===== src/rtl/motor_pwm_capture_if.sv =====
// ============================================================================
// Module      : motor_pwm_capture_if
// Description : Signal bundle between a motor PWM channel and its capture
//               block: window restart, raw fwd/rev lines, and the decoded
//               command/status returned by the capture block.
// Revision    : 1.0 - initial release
// ============================================================================
`default_nettype none

interface motor_pwm_capture_if #(
  parameter int PW = 10
);
  logic          clr;
  logic          fwd;
  logic          rev;
  logic [PW:0]   cmd;
  logic          cmd_vld;
  logic          brake;
  logic          fault;

  // Driver side: owns the PWM lines and the restart, observes the decode
  modport master (
    output clr, fwd, rev,
    input  cmd, cmd_vld, brake, fault
  );

  // Capture side: observes the PWM lines, returns the decode
  modport slave (
    input  clr, fwd, rev,
    output cmd, cmd_vld, brake, fault
  );
endinterface

`default_nettype wire


===== src/rtl/motor_pwm_capture.sv =====
// ============================================================================
// Module      : motor_pwm_capture
// Description : Measures fwd/rev PWM high-time over fixed 2^PW-clock windows
//               and rebuilds the signed (PW+1)-bit drive command plus
//               brake/fault status. Optional macro MOTOR_PWM_CAPTURE_SYNC_EN
//               adds a 2-flop synchronizer on each PWM line.
// Revision    : 1.0 - initial release
// ============================================================================
`default_nettype none

module motor_pwm_capture #(
  parameter int PW = 10
) (
  input  wire logic             clk,
  input  wire logic             rst,
  motor_pwm_capture_if.slave    bus
);

  localparam logic [PW:0]   c_full = {1'b1, {PW{1'b0}}};
  localparam logic [PW-1:0] c_one  = {{(PW-1){1'b0}}, 1'b1};
  localparam logic [PW-1:0] c_max  = {PW{1'b1}};

  logic          w_fwd;
  logic          w_rev;
  logic [PW-1:0] r_win_cnt;
  logic [PW:0]   r_fwd_acc;
  logic [PW:0]   r_rev_acc;
  logic [PW:0]   r_cmd;
  logic          r_cmd_vld;
  logic          r_brake;
  logic          r_fault;

`ifdef MOTOR_PWM_CAPTURE_SYNC_EN
  logic [1:0] r_fwd_sync;
  logic [1:0] r_rev_sync;

  // Two-stage synchronizer on each asynchronous PWM line
  always_ff @(posedge clk) begin
    if (rst) begin
      r_fwd_sync <= 2'b00;
      r_rev_sync <= 2'b00;
    end else begin
      r_fwd_sync <= {r_fwd_sync[0], bus.fwd};
      r_rev_sync <= {r_rev_sync[0], bus.rev};
    end
  end

  assign w_fwd = r_fwd_sync[1];
  assign w_rev = r_rev_sync[1];
`else
  assign w_fwd = bus.fwd;
  assign w_rev = bus.rev;
`endif

  // Totals including the current sample, so the last cycle of a window counts
  logic [PW:0]   w_f;
  logic [PW:0]   w_r;
  logic [PW-1:0] w_fmag;
  logic [PW-1:0] w_rmag;
  logic          w_end;

  assign w_f    = r_fwd_acc + {{PW{1'b0}}, w_fwd};
  assign w_r    = r_rev_acc + {{PW{1'b0}}, w_rev};
  // A full-high window (2^PW) clamps so the negative range stays symmetric
  assign w_fmag = w_f[PW] ? c_max : w_f[PW-1:0];
  assign w_rmag = w_r[PW] ? c_max : w_r[PW-1:0];
  assign w_end  = (r_win_cnt == c_max);

  logic [PW:0] w_nxt_cmd;
  logic        w_nxt_brake;
  logic        w_nxt_fault;

  // Window decode in priority order: brake, coast, forward, reverse, fault
  always_comb begin
    w_nxt_cmd   = r_cmd;
    w_nxt_brake = 1'b0;
    w_nxt_fault = 1'b0;
    if (w_f == c_full && w_r == c_full) begin
      w_nxt_brake = 1'b1;
      w_nxt_cmd   = '0;
    end else if (w_f == '0 && w_r == '0) begin
      w_nxt_cmd   = '0;
    end else if (w_r == '0) begin
      w_nxt_cmd   = {1'b0, w_fmag};
    end else if (w_f == '0) begin
      w_nxt_cmd   = -{1'b0, w_rmag};
    end else begin
      w_nxt_fault = 1'b1;
    end
  end

  // Window counter, accumulators and registered decode results
  always_ff @(posedge clk) begin
    if (rst) begin
      r_win_cnt <= '0;
      r_fwd_acc <= '0;
      r_rev_acc <= '0;
      r_cmd     <= '0;
      r_cmd_vld <= 1'b0;
      r_brake   <= 1'b0;
      r_fault   <= 1'b0;
    end else if (bus.clr) begin
      r_win_cnt <= '0;
      r_fwd_acc <= '0;
      r_rev_acc <= '0;
      r_cmd_vld <= 1'b0;
    end else begin
      r_win_cnt <= r_win_cnt + c_one;
      r_cmd_vld <= 1'b0;
      if (w_end) begin
        r_fwd_acc <= '0;
        r_rev_acc <= '0;
        r_cmd     <= w_nxt_cmd;
        r_brake   <= w_nxt_brake;
        r_fault   <= w_nxt_fault;
        r_cmd_vld <= 1'b1;
      end else begin
        r_fwd_acc <= w_f;
        r_rev_acc <= w_r;
      end
    end
  end

  assign bus.cmd     = r_cmd;
  assign bus.cmd_vld = r_cmd_vld;
  assign bus.brake   = r_brake;
  assign bus.fault   = r_fault;

endmodule

`default_nettype wire


===== src/flat_wrapper.sv =====
// flat-port wrapper written by rule: the top's interface ports become plain ports
module motor_pwm_capture_flat 
#(
  parameter int PW = 10
)
  (clk, rst, bus_clr, bus_fwd, bus_rev, bus_cmd, bus_cmd_vld, bus_brake, bus_fault);
  motor_pwm_capture_if #(.PW(PW)) bus_i ();
  input  wire logic clk;
  input  wire logic rst;
  input wire logic [$bits(bus_i.clr)-1:0] bus_clr;
  input wire logic [$bits(bus_i.fwd)-1:0] bus_fwd;
  input wire logic [$bits(bus_i.rev)-1:0] bus_rev;
  output wire logic [$bits(bus_i.cmd)-1:0] bus_cmd;
  output wire logic [$bits(bus_i.cmd_vld)-1:0] bus_cmd_vld;
  output wire logic [$bits(bus_i.brake)-1:0] bus_brake;
  output wire logic [$bits(bus_i.fault)-1:0] bus_fault;
  assign bus_i.clr = bus_clr;
  assign bus_i.fwd = bus_fwd;
  assign bus_i.rev = bus_rev;
  assign bus_cmd = bus_i.cmd;
  assign bus_cmd_vld = bus_i.cmd_vld;
  assign bus_brake = bus_i.brake;
  assign bus_fault = bus_i.fault;
  motor_pwm_capture #(.PW(PW)) u_core (.clk(clk), .rst(rst), .bus(bus_i));
endmodule

===== config.mk =====
export PLATFORM = sky130hd
export DESIGN_NAME = motor_pwm_capture_flat
export DESIGN_NICKNAME = d
export VERILOG_FILES = /design/src/rtl/motor_pwm_capture_if.sv /design/src/rtl/motor_pwm_capture.sv /design/src/flat_wrapper.sv
export SDC_FILE = /design/constraint.sdc
export NUM_CORES = 1
export LEC_CHECK = 0
export CORE_MARGIN = 8
export CORE_UTILIZATION = 55
export CTS_CLUSTER_DIAMETER = 50
export DETAILED_ROUTE_END_ITERATION = 7
export DONT_BUFFER_PORTS = 1
export PLACE_DENSITY = 0.7
export SYNTH_ARGS = -nofsm -noshare
export SYNTH_HDL_FRONTEND = slang
export SYNTH_SLANG_ARGS = --single-unit

===== constraint.sdc =====
create_clock -name clk -period 6.3 [get_ports clk]
set_input_delay 0.945 -clock clk [delete_from_list [all_inputs] [get_ports clk]]
set_output_delay 0.945 -clock clk [all_outputs]
set_load 0.02 [all_outputs]

### Word-level counts from Yosys, hierarchy flattened

Cells that the tools add are included.

* bits in registers: 46
* word-level logic and storage cells: 36

* multiplexer cells: 12
* equal/unequal tests: 3
* reductions and logical operators: 9
* add/sub/neg operators: 4
* bitwise gates (word level): 1

Operators with widths (number)
* 11-bit 2-to-1 mux: 4
* 11-bit by 1-bit adder with 11-bit output: 2
* 11-bit == test (second input constant): 2
* 11-bit zero test: 2
* 10-bit 2-to-1 mux: 2
* 10-bit negator with 11-bit output: 1
* 10-bit by 1-bit adder with 10-bit output (second input constant): 1
* 10-bit == test (second input constant): 1
* 1-bit 2-to-1 mux: 6
* 4-bit nonzero test: 1
* 3-bit AND reduction: 1
* 3-bit OR reduction: 1
* 1-bit logical AND: 2
* 2-bit AND reduction: 1
* 2-bit OR reduction: 1
* 1-bit NOT: 1

### Depth between registers and ports, before layout

Gate-level depths: netlist (run 1).

* depth in word-level cells: 7
* depth in mapped cells: 15

### Least setup slack after synthesis (run 1)

OpenSTA, ideal clock, no wires.

* path kind: input port to flip-flop
* from: input bus_rev
* to: register u_core.r_cmd[6] (netlist: u_core.bus.cmd[6])
* arrival: 3.646 ns
* cell stages on the path: 14
* setup slack: 2.568 ns
* required time: 6.214 ns
* cells stage by stage: ha_1 -> ha_1 -> buf_2 -> nand4_2 -> or4_4 -> nand2_1 -> clkbuf_1 -> nor2_1 -> ha_1 -> o2111ai_1 -> nor2_1 -> a2111oi_0 -> a221oi_1 -> a211oi_1

* word-level cells in the longest chain between the ends: 7

Ends and longest elaborated chain
* start: declaration: RTL line flat_wrapper.sv:12 `input wire logic [$bits(bus_i.rev)-1:0] bus_rev;`
* 11-bit by 1-bit adder with 11-bit output *: RTL line motor_pwm_capture.sv:63 `assign w_r = r_rev_acc + {{PW{1'b0}}, w_rev};`
* 10-bit 2-to-1 mux: RTL line motor_pwm_capture.sv:66 `assign w_rmag = w_r[PW] ? c_max : w_r[PW-1:0];`
* 10-bit negator with 11-bit output: RTL line motor_pwm_capture.sv:86 `w_nxt_cmd = -{1'b0, w_rmag};`
* 11-bit 2-to-1 mux: RTL line motor_pwm_capture.sv:85 `end else if (w_f == '0) begin`
* 11-bit 2-to-1 mux: RTL line motor_pwm_capture.sv:83 `end else if (w_r == '0) begin`
* 11-bit 2-to-1 mux: RTL line motor_pwm_capture.sv:81 `end else if (w_f == '0 && w_r == '0) begin`
* 11-bit 2-to-1 mux: RTL line motor_pwm_capture.sv:78 `if (w_f == c_full && w_r == c_full) begin`
* end signal: assignment: RTL line motor_pwm_capture.sv:113 `r_cmd <= w_nxt_cmd;`
* end: declaration: RTL line motor_pwm_capture.sv:28 `logic [PW:0] r_cmd;`

Every way passes the cells marked *; elsewhere a longest branch is shown, timed or not. The select of a mux whose other input is x is not followed.
A chain may end at the register's enable or synchronous reset.

### Worst setup path after layout (run 1)

* from: input bus_rev
* to: register u_core.r_cmd[10] (netlist: u_core.bus.cmd[10])

The elaborated chain is that of the path after synthesis.

==> flow_summary_export.csv, run 1 <==
group,metric,value,unit
run_status,status,"finished clean",
synth,synth_cell_types,54,
run,cap_violations,0,
worst_hold_path,hp-class,"reg2reg",
cts,h-tree-depth,2,
floorplanning,core,4661,um^2
power_and_ir_drop,p_per_area,192.6,nW/um^2
timing,setup_viol,0,
setup_path,cp_top_family,"compound AO/OA/AOI/OAI gates",
timing,fmax,0.2543,GHz
setup_path,r2r.worst_path.cells,9,
synth,netlist_instances,323,
synth,synthTopCellsByCount,"dfxtp_1 (46), nor2_1 (46), nand2_1 (24), nand3_1 (17), o21ai_0 (14)",
floorplanning,start_util,56.54,%
worst_hold_path,hold_path_end,"u_core.r_win_cnt[0]",
setup_path,arrival,4.18,ns
timing,fin_ws,2.368,ns
cts,post-cts-setup-buffer-count,0,
placed_design,dp_cells,358,
synth,ys_ff_latch,46,
setup_path,crit_fanout,11,
floorplanning,die_w,85.22,um
global_route,grt_overflow,0,
floorplanning,die_y,85.22,um
route,drt_iter0_drc,133,
setup_path,reg2reg_from,"u_core.r_rev_acc[0]",
placed_design,portBuffers,0,
synth,synthArstFlopShare,0,%
setup_path,crit_path_start_kind,"input pin",
timing,grt_setup_unrepaired,"no",
synth,yosys.area.top_type,"dfxtp_1",
timing,hold_violations,0,
power_and_ir_drop,peakVddDrop,0.0001047,V
synth,synth_area_leaders,"dfxtp_1 (35%), nor2_1 (6.6%), xnor2_1 (4.3%)",
timing,min_period_over_period,62.42,%
layout,syn2layout_area_growth,1.567,%
synth,netlist_area,2635,um^2
floorplanning,rows,25,
power_and_ir_drop,p_leak,0.9801,nW
power_and_ir_drop,swShare,25.50,%
cts,clkSinkCount,46,
timing,tns,0,ns
power_and_ir_drop,intPower,0.3841,mW
placed_design,dp.final_hpwl,4732,um
timing,final_max_slew_viol_count,0,
timing,max-slew-margin-rel,12.48,%
route,wl_per_cell,17.32,um
worst_hold_path,hp-start,"u_core.r_win_cnt[0]",
route,drc,0,
placed_design,dp_worst_setup_slack,2.124,ns
layout,finalNonFillerCells,365,
power_and_ir_drop,fin_total_pwr,0.5155,mW
synth,synth_top_area_share,34.95,%
setup_path,worstPathCellList,"ha_1 -> ha_1 -> nand4_2 -> or4_4 -> and2_0 -> nand2_1 -> a211oi_2 -> a211oi_1 -> a22o_1",
synth,synth_nets,334,
setup_path,r2r_setup_slack,2.69,ns
layout,diodes,0,
setup_path,cp-end-kind,"flop",
cts,clk_latency,0.30,ns
placed_design,routabilityCongestion,0.8882,
cts,path_clk_slew,0.08,ns
global_route,antenna_found_initial,0,
setup_path,path_buf_inv,0,
layout,num-fill-cells,439,
synth,synth-edff-count,0,
synth,ys_seq_area_share,34.95,%
synth,ys_warn_count,0,
route,vias,2260,
power_and_ir_drop,clockPowerShare,33.4,%
floorplanning,dieArea,7262,um^2
cts,cts-root-buf,"clkbuf_8",
setup_path,required,6.54,ns
global_route,grt.total_usage,18.22,%
cts,cts_buffers,5,
layout,drive_above_1_share,5.788,%
power_and_ir_drop,power_switching,0.1315,mW
worst_hold_path,hold_path_depth,1,
setup_path,slowest_stage,"a211oi_1",
timing,worst_slew_pin_slew,1.305,ns
global_route,grt_pass1_vias,2106,
setup_path,critPathMaxStageDelay,1.07,ns
synth,synth_area_per_cell,8.158,um^2
route,via_per_inst,6.192,
global_route,grt_pass1_wl,10630,um
power_and_ir_drop,power_frac_comb,9.8,%
route,ant_nets,0,
cts,cts_tree,"done",
setup_path,path_class,"in2reg",
setup_path,cpMostUsedCell,"ha_1",
route,firstDrtPassIters,4,
cts,holdBufCountCts,0,
cts,clockBufferDepth,2,
timing,min_period,3.932,ns
power_and_ir_drop,pwr-share-seq,56.8,%
route,drt-total-wl,6320,um
cts,cts-resized-gates,0,
setup_path,r2r_end,"u_core.bus.cmd[10]",
layout,utilization,57.42,%
global_route,grt_max_degree,21,
synth,dominantRegCellSynth,"dfxtp_1",
floorplanning,io_pins,19,
layout,nNetsFinal,322,
timing,skew,0.004655,ns
layer usage:
| layer | GRT usage (%) | up-vias | routed length, um |
|---|---|---|---|
| li1 | - | 1143 | - |
| met1 | 23.30 | 1075 | 2905 |
| met2 | 29.47 | 35 | 3035 |
| met3 | 3.958 | 7 | 298 |
| met4 | 5.987 | 0 | 81 |
| met5 | 0 | - | 0 |
power groups by stage:
stage	Combinational (mW)	Clock (mW)	Sequential, mW
after CTS	0.0497	0.176	0.293
after global placement	0.0495	0	0.300
after floorplan	0.0385	0	0.300
after global routing	0.0569	0.187	0.293
final	0.0505	0.172	0.293
after detailed placement	0.0495	0	0.300
cell usage in the layout (no fill, tap or decap), types with 4 or more instances in the layout:
master / n
a211oi_1: 4
a21oi_1: 12
a32o_1: 4
and2_1: 7
and3_1: 9
clkbuf_8: 5
dfxtp_1: 46
ha_1: 6
inv_1: 6
nand2_1: 24
nand3_1: 17
nand4_1: 13
nor2_1: 46
nor3_1: 7
o21ai_0: 14
or3_1: 9
xnor2_1: 13
xor2_1: 13
how the worst max path moves through the flow:
stage,from,to,slack [ns],cells past startpoint
2_1_floorplan,bus_rev,u_core.bus.cmd[6],2.57,14
3_3_place_gp,bus_rev,u_core.bus.cmd[7],2.16,9
3_5_place_dp,bus_rev,u_core.bus.cmd[7],2.12,9
4_1_cts,bus_rev,u_core.bus.cmd[10],2.44,9
5_1_grt,bus_rev,u_core.bus.cmd[10],2.12,9
6_report,bus_rev,u_core.bus.cmd[10],2.37,9
through the flow:
step,hold WS (ns),area (um^2)
after global routing,0.5182,2676
final,0.4789,2676
after global placement,0.4481,2597
after CTS,0.4776,2676
after detailed placement,0.4577,2597
after floorplan,0.4305,2635
kinds of logic after synthesis:
| kind of cell | Yosys count | share of synthesized area (%) |
|---|---|---|
| AOI/OAI and AO/OA | 71 | 19.37 |
| xor gates and xnor gates | 26 | 8.642 |
| adders and majority gates | 6 | 2.849 |
| buffers and inverters | 25 | 4.843 |
| DFF | 46 | 34.95 |
| muxes | 2 | 0.7598 |
| and+or+nand+nor | 147 | 28.58 |
sequential cells by signal, indices dropped and copies added, names as in the netlist:
name / cells
u_core.r_win_cnt: 10
u_core.r_fwd_acc: 11
u_core.bus.brake: 1
u_core.r_rev_acc: 11
u_core.bus.cmd_vld: 1
u_core.bus.cmd: 11
u_core.bus.fault: 1
worst register-to-register path, delay by kind of cell, from the launching register on:
family	cells	cell delay (ns)
simple gates	4	1.16
flops	1	0.32
compound gates	3	1.44
fa+ha+maj	2	0.63
layout make-up:
class	count	area, um^2	share of cell area, %
Multi-Input combinational cell	252	1587	59.28
Sequential cell	46	920.9	34.41
Clock buffer	5	68.82	2.571
Tap cell	54	67.56	2.525
Inverter	6	22.52	0.8415
Clock inverter	2	10.01	0.3740
No activity file was read; power rests on OpenSTA's default activity.
==> run 2, diff against run 1 <==
- PLACE_DENSITY: 0.7 -> 0.73
- clock period: 6.3 -> 3.3 ns (I/O delays scaled with it)
==> run 2 against run 1 <==
  * Critical endpoint is now u_core.bus.cmd[4]
  * First-iteration DRC count is 49% higher
  * Die area stayed put
  * Global-route usage is 0.086 points lower
  * Clock skew is 0.0026 ns higher
  * Clock power is 140% higher
  * Hold slack worse by 0.22 ns
  * Flip-flop and latch count stayed put
  * Via count is 3.8% higher
  * Register-to-register slack worse by 2.3 ns
  * Final cell count is 2.5% higher
  * Sequential power is 91% higher
  * Sequential share of layout area is 1.2 points lower
==> flow_summary_export.csv, run 2 (synthesis gave the netlist of run 1 again) <==
group,metric,value,unit
placed_design,dp.final_hpwl,4820,um
route,drc,0,
floorplanning,die_w,85.22,um
floorplanning,dieArea,7262,um^2
power_and_ir_drop,peakVddDrop,0.0002216,V
timing,min_period_over_period,88.63,%
floorplanning,start_util,56.54,%
timing,fin_ws,0.3753,ns
route,drt-total-wl,6376,um
placed_design,placed_area,2658,um^2
power_and_ir_drop,power_switching,0.2580,mW
timing,max-slew-margin-rel,47.23,%
setup_path,cp-endpoint,"u_core.bus.cmd[4]",
layout,fin_area,2773,um^2
timing,setup_viol,0,
route,wl_met3,370,um
cts,cts_tree,"done",
cts,path_clk_slew,0.09,ns
timing,worst_slew_pin_slew,0.7896,ns
cts,clkSinkCount,46,
route,dr.max_layer_used,"met4",
route,wl_per_cell,17.05,um
placed_design,dp_worst_setup_slack,0.002029,ns
worst_hold_path,hp-class,"in2reg",
layout,layout_common_cells,"nor2_1 (46), dfxtp_1 (46), nand2_1 (24)",
power_and_ir_drop,intPower,0.8190,mW
timing,fmax,0.3419,GHz
setup_path,required,3.49,ns
layout,nNetsFinal,330,
setup_path,cp_num_cells,12,
layout,drive_above_1_share,8.438,%
cts,holdBufCountCts,0,
route,route.met2.wl,3084,um
setup_path,arrival,3.11,ns
setup_path,cp-startpoint,"u_core.r_rev_acc[3]",
cts,cts-root-buf,"clkbuf_8",
setup_path,slowest_stage,"dfxtp_1",
placed_design,dp_cells,366,
setup_path,cpMostUsedCell,"nand2_1",
layout,diodes,0,
timing,hold_violations,0,
cts,h-tree-depth,2,
power_and_ir_drop,swShare,23.95,%
cts,cts-resized-gates,0,
global_route,grt.total_usage,18.14,%
layout,finalNonFillerCells,374,
setup_path,r2r_setup_slack,0.38,ns
setup_path,cp-end-kind,"flop",
power_and_ir_drop,pwr-share-seq,52.0,%
route,firstDrtPassIters,7,
layout,syn2layout_area_growth,5.223,%
timing,final_max_slew_viol_count,0,
power_and_ir_drop,power_frac_comb,9.3,%
timing,skew,0.007278,ns
setup_path,path_class,"reg2reg",
route,via_per_inst,6.270,
global_route,grt_max_degree,21,
cts,clk_latency,0.29,ns
route,drt_iter0_drc,198,
setup_path,crit_path_start_kind,"flop",
setup_path,critPathMaxStageDelay,0.60,ns
power_and_ir_drop,p_per_area,388.4,nW/um^2
setup_path,crit_fanout,11,
route,met1Wirelength,2832,um
setup_path,path_buf_inv,1,
global_route,grt_pass1_wl,10710,um
global_route,grt_overflow,0,
layout,num-fill-cells,425,
floorplanning,die_y,85.22,um
cts,post-cts-setup-buffer-count,0,
placed_design,portBuffers,0,
floorplanning,core,4661,um^2
setup_path,cp_top_family,"simple AND/OR/NAND/NOR gates",
cts,cts_buffers,5,
timing,min_period,2.925,ns
global_route,grt_pass1_vias,2098,
route,vias,2345,
timing,grt_setup_unrepaired,"no",
run_status,status,"finished clean",
global_route,antenna_found_initial,0,
power_and_ir_drop,clockPowerShare,38.7,%
power_and_ir_drop,p_leak,1.029,nW
placed_design,routabilityCongestion,0.8821,
setup_path,r2r_end,"u_core.bus.cmd[4]",
floorplanning,rows,25,
setup_path,reg2reg_from,"u_core.r_rev_acc[3]",
setup_path,worstPathCellList,"nand3_4 -> or4_4 -> nand2_1 -> nor2_1 -> ha_1 -> buf_4 -> nand3_1 -> o21ai_0 -> o22ai_1 -> xor2_1 -> nand2_1 -> a32o_1",
timing,tns,0,ns
setup_path,r2r.worst_path.cells,12,
cts,clockBufferDepth,2,
run,cap_violations,0,
floorplanning,io_pins,19,
route,ant_nets,0,
## run 2: cell count changes in the layout (fill, tap and decap cells not counted), sizes merged
cell / previous run / this run
buf: 0 / 8
clkinv: 2 / 0
bufinv: 0 / 1
clkbuf: 5 / 6
clkinvlp: 0 / 1
## run 2: area by class of cell
type,count,area [um^2],area share (%)
well taps,54,67.56,2.437
clock buffers,6,72.57,2.617
inverters,6,22.52,0.8123
clock inverters,2,37.54,1.354
flip-flops and latches,46,920.9,33.21
repair buffers,8,60.06,2.166
multi-input cells,252,1592,57.40
## run 2: per-layer routing
metal  GRT usage (%)  vias up
met2           28.98       53
met1           23.52     1116
met5               0        -
met4           4.854        0
li1                -     1167
met3           4.537        9
## run 2: power groups by stage
stage          logic, mW  registers (mW)  clock network (mW)
3_3_place_gp      0.0978           0.573                   0
5_1_grt            0.111           0.560               0.451
3_5_place_dp      0.0981           0.573                   0
4_1_cts           0.0987           0.560               0.422
6_report           0.100           0.560               0.417
2_1_floorplan     0.0734           0.572                   0
## run 2: worst min-delay path by stage
stage                        start                  end  slack [ns]  cells past startpoint
2_1_floorplan  u_core.r_win_cnt[0]  u_core.r_win_cnt[0]        0.43                      1
3_3_place_gp   u_core.r_win_cnt[0]  u_core.r_win_cnt[0]        0.45                      1
3_5_place_dp   u_core.r_win_cnt[0]  u_core.r_win_cnt[0]        0.45                      1
4_1_cts                        rst    u_core.bus.cmd[6]        0.26                      1
5_1_grt                        rst    u_core.bus.cmd[6]        0.24                      1
6_report                       rst    u_core.bus.cmd[6]        0.26                      1
## run 2: through the flow
| stage | util, % | total power [mW] | hold WS (ns) |
|---|---|---|---|
| after floorplan | - | 0.6455 | 0.4305 |
| after global placement | 57.02 | 0.6703 | 0.4459 |
| after detailed placement | 57.02 | 0.6708 | 0.4541 |
| after CTS | 59.38 | 1.080 | 0.2560 |
| after global routing | 59.49 | 1.122 | 0.2438 |
| final | 59.49 | 1.077 | 0.2566 |
==> run 3, diff against run 2 <==
- ABC_AREA: unset -> 0
==> results of run 3 <==
No change in the layout: final DEF, timing and power equal those of run 2.
